--- src/rtl/life_pkg.sv ---
// rtl/life_pkg.sv - shared grid width, FSM state and halt-cause types for the life sequencer
package life_pkg;

   localparam int GRID_W = 64;

   typedef enum logic [2:0] {
      IDLE  = 3'd0,
      LOAD  = 3'd1,
      RUN   = 3'd2,
      PAUSE = 3'd3,
      HALT  = 3'd4
   } life_state_t;

   typedef enum logic [1:0] {
      CAUSE_NONE    = 2'b00,
      CAUSE_EXTINCT = 2'b01,
      CAUSE_STILL   = 2'b10,
      CAUSE_OSC2    = 2'b11
   } halt_cause_t;

   function automatic logic [15:0] sat_inc(input logic [15:0] v);
      return (v == 16'hFFFF) ? v : v + 16'd1;
   endfunction

endpackage

--- src/rtl/life_sequencer_if.sv ---
// rtl/life_sequencer_if.sv - control pulses, grid views and sequencer outputs
interface life_sequencer_if #(parameter int GRID_W = life_pkg::GRID_W);

   logic              start;
   logic              randomize_req;
   logic              pause;
   logic              step;
   logic [GRID_W-1:0] grid_cur;
   logic [GRID_W-1:0] grid_next;
   logic              load_en;
   logic              load_sel;
   logic              evolve_en;
   logic [15:0]       gen_count;
   logic [2:0]        state;
   logic [1:0]        halt_cause;

   modport master (
      output start, randomize_req, pause, step, grid_cur, grid_next,
      input  load_en, load_sel, evolve_en, gen_count, state, halt_cause
   );

   modport slave (
      input  start, randomize_req, pause, step, grid_cur, grid_next,
      output load_en, load_sel, evolve_en, gen_count, state, halt_cause
   );

endinterface

--- src/rtl/life_tick.sv ---
// rtl/life_tick.sv - generation prescaler; tick marks the last cycle of each TICK_DIV period
module life_tick #(
   parameter int TICK_DIV = 25_000_000
) (
   input  logic clk,
   input  logic reset,
   input  logic enable,
   input  logic clear,
   output logic tick
);

   localparam int          W    = $clog2(TICK_DIV);
   localparam logic [W-1:0] LAST = W'(TICK_DIV - 1);

   logic [W-1:0] cnt;

   always_ff @(posedge clk) begin
      if (reset || clear) begin
         cnt <= '0;
      end else if (enable) begin
         cnt <= (cnt == LAST) ? '0 : cnt + W'(1);
      end
   end

   assign tick = enable && (cnt == LAST);

endmodule

--- src/rtl/life_sequencer.sv ---
// rtl/life_sequencer.sv - Game-of-Life run/pause/step sequencer with extinction and oscillation halt detection
module life_sequencer #(
   parameter int GRID_W   = life_pkg::GRID_W,
   parameter int TICK_DIV = 25_000_000
) (
   input  logic              clk,
   input  logic              reset,
   life_sequencer_if.slave   bus
);

   import life_pkg::*;

   life_state_t       st;
   halt_cause_t       cause;
   halt_cause_t       hit;
   logic              ret_run;
   logic [GRID_W-1:0] prev;
   logic              prev_valid;
   logic              load_en;
   logic              load_sel;
   logic              evolve_en;
   logic [15:0]       gen_count;
   logic              tick;
   logic              tick_clear;
   logic              load_req;
   logic              halting;

   // Counter only runs in RUN; leaving RUN or a pause restarts the period.
   assign tick_clear = (st != RUN) || bus.pause;

   life_tick #(.TICK_DIV(TICK_DIV)) u_tick (
      .clk    (clk),
      .reset  (reset),
      .enable (st == RUN),
      .clear  (tick_clear),
      .tick   (tick)
   );

   always_comb begin
      hit = CAUSE_NONE;
      if (bus.grid_next == '0) begin
         hit = CAUSE_EXTINCT;
      end else if (bus.grid_next == bus.grid_cur) begin
         hit = CAUSE_STILL;
      end else if (prev_valid && (bus.grid_next == prev)) begin
         hit = CAUSE_OSC2;
      end
   end

   // Randomize outranks start; RUN and LOAD never reload.
   assign load_req = ((st == IDLE) || (st == HALT)) ? (bus.randomize_req || bus.start)
                   : (st == PAUSE)                  ? bus.randomize_req
                   :                                  1'b0;

   assign halting = evolve_en && (hit != CAUSE_NONE);

   always_ff @(posedge clk) begin
      if (reset) begin
         st         <= IDLE;
         cause      <= CAUSE_NONE;
         ret_run    <= 1'b0;
         prev       <= '0;
         prev_valid <= 1'b0;
         load_en    <= 1'b0;
         load_sel   <= 1'b0;
         evolve_en  <= 1'b0;
         gen_count  <= '0;
      end else begin
         load_en   <= 1'b0;
         evolve_en <= 1'b0;
         if (evolve_en) begin
            gen_count  <= sat_inc(gen_count);
            prev       <= bus.grid_cur;
            prev_valid <= 1'b1;
         end
         if (load_req) begin
            st         <= LOAD;
            load_en    <= 1'b1;
            load_sel   <= bus.randomize_req;
            ret_run    <= !bus.randomize_req;
            gen_count  <= '0;
            cause      <= CAUSE_NONE;
            prev_valid <= 1'b0;
         end else if (halting) begin
            st    <= HALT;
            cause <= hit;
         end else begin
            case (st)
               LOAD:  st <= ret_run ? RUN : PAUSE;
               RUN: begin
                  if (bus.pause) begin
                     st <= PAUSE;
                  end else if (tick) begin
                     evolve_en <= 1'b1;
                  end
               end
               PAUSE: begin
                  if (bus.start) begin
                     st <= RUN;
                  end else if (bus.step && !evolve_en) begin
                     evolve_en <= 1'b1;
                  end
               end
               default: ;
            endcase
         end
      end
   end

   assign bus.load_en    = load_en;
   assign bus.load_sel   = load_sel;
   assign bus.evolve_en  = evolve_en;
   assign bus.gen_count  = gen_count;
   assign bus.state      = st;
   assign bus.halt_cause = cause;

endmodule

--- src/flat_wrapper.sv ---
// flat-port wrapper written by rule: the top's interface ports become plain ports
module life_sequencer_flat import life_pkg::*;
#(
   parameter int GRID_W   = life_pkg::GRID_W,
   parameter int TICK_DIV = 25_000_000
)
  (clk, reset, bus_start, bus_randomize_req, bus_pause, bus_step, bus_grid_cur, bus_grid_next, bus_load_en, bus_load_sel, bus_evolve_en, bus_gen_count, bus_state, bus_halt_cause);
  life_sequencer_if #(.GRID_W(GRID_W)) bus_i ();
  input  logic clk;
  input  logic reset;
  input wire logic [$bits(bus_i.start)-1:0] bus_start;
  input wire logic [$bits(bus_i.randomize_req)-1:0] bus_randomize_req;
  input wire logic [$bits(bus_i.pause)-1:0] bus_pause;
  input wire logic [$bits(bus_i.step)-1:0] bus_step;
  input wire logic [$bits(bus_i.grid_cur)-1:0] bus_grid_cur;
  input wire logic [$bits(bus_i.grid_next)-1:0] bus_grid_next;
  output wire logic [$bits(bus_i.load_en)-1:0] bus_load_en;
  output wire logic [$bits(bus_i.load_sel)-1:0] bus_load_sel;
  output wire logic [$bits(bus_i.evolve_en)-1:0] bus_evolve_en;
  output wire logic [$bits(bus_i.gen_count)-1:0] bus_gen_count;
  output wire logic [$bits(bus_i.state)-1:0] bus_state;
  output wire logic [$bits(bus_i.halt_cause)-1:0] bus_halt_cause;
  assign bus_i.start = bus_start;
  assign bus_i.randomize_req = bus_randomize_req;
  assign bus_i.pause = bus_pause;
  assign bus_i.step = bus_step;
  assign bus_i.grid_cur = bus_grid_cur;
  assign bus_i.grid_next = bus_grid_next;
  assign bus_load_en = bus_i.load_en;
  assign bus_load_sel = bus_i.load_sel;
  assign bus_evolve_en = bus_i.evolve_en;
  assign bus_gen_count = bus_i.gen_count;
  assign bus_state = bus_i.state;
  assign bus_halt_cause = bus_i.halt_cause;
  life_sequencer #(.GRID_W(GRID_W), .TICK_DIV(TICK_DIV)) u_core (.clk(clk), .reset(reset), .bus(bus_i));
endmodule
--- config.mk ---
export PLATFORM = sky130hd
export DESIGN_NAME = life_sequencer_flat
export DESIGN_NICKNAME = d
export VERILOG_FILES = /design/src/rtl/life_pkg.sv /design/src/rtl/life_sequencer_if.sv /design/src/rtl/life_tick.sv /design/src/rtl/life_sequencer.sv /design/src/flat_wrapper.sv
export SDC_FILE = /design/constraint.sdc
export NUM_CORES = 1
export LEC_CHECK = 0
export ABC_AREA = 1
export CORE_MARGIN = 5
export CORE_UTILIZATION = 52
export CTS_CLUSTER_DIAMETER = 30
export DETAILED_ROUTE_END_ITERATION = 7
export HOLD_SLACK_MARGIN = 0.06
export PLACE_DENSITY = 0.81
export SETUP_SLACK_MARGIN = 0.4
export SKIP_CTS_REPAIR_TIMING = 1
export SLEW_MARGIN = 30
export SYNTH_ARGS = -nofsm -noshare
export SYNTH_HDL_FRONTEND = slang
export SYNTH_SLANG_ARGS = --single-unit
--- constraint.sdc ---
create_clock -name clk -period 2 [get_ports clk]
set_input_delay 0.6 -clock clk [delete_from_list [all_inputs] [get_ports clk]]
set_output_delay 0.6 -clock clk [all_outputs]
set_load 0.1 [all_outputs]
==> run summary <==
Die footprint - 17150 sq um
Fmax - 557.7 MHz
Clock Power Share - 0.408
I/O Buffers - 157
Layout cells sized above 1 - 0.3292
Wire length on met2 - 14.62 mm
Sw frac - 0.3185
Area of the multi-input gates - 4984 sq um
Avg Cell Area, Syn - 5.967 sq um
CP Launch Type - register
Total grt overflow - 0
Required time of the critical path - 2.32 ns
Ys Warns - 0
Max transition margin - 0.6427
Skew-Pair Late Insertion Delay - 0.44 ns
Register share of total power - 0.332
CP Capture Type - register
Post-DP Area - 10680 sq um
Final hold vios - 0
Mapped Cells - 1275
First-pass iteration count of the detailed router - 6
Power Density - 603.9 nW/um^2
Post-synth ARST share - 0
Synth cell types - 42
HP Class - primary input to register
RSZ-0062 raised after global routing - yes
Max-cap violations - 0
VDD IR max - 845.9 uV
TritonCTS Sinks - 115
WP buf/inv - 3
P_sw - 0.002330 W
Max Root-Sink Buffers - 2
DRT met1 WL - 11.12 mm
Fin area - 12110 sq um
WL final - 29.69 mm
Post-synth top flop - dfxtp_1
CP peak stage delay - 0.37 ns
ANT nets after route - 0
FF+latch area - 2424 sq um
DRC viols - 0
Largest fanout on the critical path - 7
Power Total - 0.007316 W
Fill cells - 857
Count leader, synth - nand2_1
Area contributors post-synth - dfxtp_1 30%, nand2_1 18%, inv_1 10%
Max-slew violations - 0
Reg clk slew, reported paths - 0.06 ns
Number of synthesized register bits - 115
Num rows - 44
Util after Layout - 0.8399
Die height - 131.0 um
Register area share after synthesis - 0.3026
Initial drt markers - 781
Global-route usage over all layers - 0.3064
Fin Setup TNS - 0 ns
Initial antenna violation count - 5
Crit path arrival time - 2.11 ns
Worst Skew - 0.006017 ns
Static Leak - 6.099 nW
Final min period - 1.793 ns
Post-synth EDFFs - 0
Area grow syn2layout - 59.24%
Wire per inst - 16.50 um
Post-Syn Nets - 1411
Critical Path Slowest Stage Cell - dfxtp_2
Die X - 131.0 um
CTS tree - done
I/O pin count - 158
Setup CP Type - register to register
H-tree Lvls - 4
Met3 Wirelength - 2.679 mm
Via density - 5.411
Vias in the first global route - 8890
Period utilization - 0.8966
Num CTS Buffers - 17
Biggest area consumer among synthesized cells - dfxtp_1
Clock root buffer - clkbuf_16
First-pass GRT wire length - 41.57 mm
Final setup violation count - 0
Post-synthesis instance area - 7607 sq um
Post-synth top cells - 374 x nand2_1, 203 x inv_1, 168 x nor2_1
Top layer in use - met5
Hpwl dp - 20.01 mm
CP cell instances - nand2_1, nor2_2, inv_1, nor3_1, nand4_1, nand2_4, buf_4, buf_4, a211oi_1
Core Area - 14420 sq um
Status - finished, final reports clean
RePlAce Congestion - 0.9319
Slew @ Worst Pin - 0.5310 ns
Post-synth top area share - 0.3026
Initial Util - 0.5274
CP most frequent cell - buf_4
Final #Nets - 1736
Largest net degree at the start of global routing - 44
DR vias - 9734
Top delay family on crit path - simple AND/OR/NAND/NOR gates
Comb pwr share - 0.260
Internal power - 0.004986 W
## stage by stage
step	hold WS, ns	worst slack (ns)	std cells
floorplan	0.4408	0.3047	1275
global placement	0.4485	-0.4569	1727
detailed placement	0.4518	-0.4678	1727
CTS	0.4730	-0.03660	1759
global route	0.4727	0.09652	1798
finish	0.4479	0.2068	1799
## cell families (layout without fill, tap and decap cells)
logic type / after synthesis / in the layout / synth area share
xor gates and xnor gates: 50 / 50 / 0.05757
other: 0 / 2 / 0
DFF: 115 / 115 / 0.3026
buffers and inverters: 235 / 573 / 0.1178
adders and majority gates: 2 / 2 / 0.003289
and+or+nand+nor: 679 / 679 / 0.3852
AOI/OAI and AO/OA: 194 / 194 / 0.1336
## cell usage in the layout, fill, tap and decap left out, types with 11 or more instances in the layout
cell type       netlist  final
nand2_1             374    320
inv_1               203    176
buf_4                 0    164
nor2_1              168    136
a21oi_1              91     87
o21ai_0              84     79
dlymetal6s2s_1        0     70
dfxtp_1             115     62
nand2_2               5     52
clkbuf_2              1     43
xor2_1               36     35
inv_2                 8     32
nor2_2                8     31
dfxtp_2               0     31
nand3_1              36     30
buf_12                0     26
nand4_1              25     25
dfxtp_4               0     22
clkbuf_16             0     17
buf_6                 1     16
nor2_4                5     14
nor4_1               22     12
o21ai_1               6     11
nor3_1               17     11
## final timing paths
path | start | endpoint | slack, ns | cells after the start
setup / recovery | u_core.u_tick.cnt[19] | u_core.u_tick.cnt[12] | 0.21 | 9
hold / removal | bus_grid_cur[17] | u_core.prev[17] | 0.45 | 3
setup reg to reg | u_core.u_tick.cnt[19] | u_core.u_tick.cnt[12] | 0.21 | 9
hold reg to reg | u_core.prev[45] | u_core.prev[45] | 0.47 | 2
## sequential cells by signal, indices dropped and copies added, names as in the netlist
name	count
u_core.prev	64
u_core.u_tick.cnt	25
u_core.bus.gen_count	16
u_core.bus.state	3
u_core.bus.halt_cause	2
u_core.bus.evolve_en	1
u_core.bus.load_en	1
u_core.bus.load_sel	1
u_core.prev_valid	1
u_core.ret_run	1
## worst reg2reg max path, stage by stage (launching register included)
cell      delay [ns]
dfxtp_2         0.37
nand2_1         0.11
nor2_2          0.16
inv_1           0.09
nor3_1          0.20
nand4_1         0.22
nand2_4         0.21
buf_4           0.15
buf_4           0.12
a211oi_1        0.05
## per-layer routing
layer,global-route usage,up-vias
met2,0.5236,485
met4,0.1252,6
met3,0.09390,140
met5,0,-
li1,-,4664
met1,0.3564,4439
## cell type report
type	instances	area share
sequential	115	0.2001
tap	184	0.01900
inverter	212	0.06641
clock buffer	25	0.04090
antenna	2	0.0004131
timing repair buffer	329	0.2557
clock inverter	7	0.006094
multi-input combinational	925	0.4114
## power groups by stage
stage	logic, W	clock network, W	registers (W)
2_1_floorplan	0.000648	0	0.00266
3_3_place_gp	0.00169	0	0.00247
3_5_place_dp	0.00172	0	0.00247
4_1_cts	0.00174	0.00298	0.00242
5_1_grt	0.00203	0.00309	0.00243
6_report	0.00191	0.00298	0.00243
No activity file was read; power rests on OpenSTA's default activity.
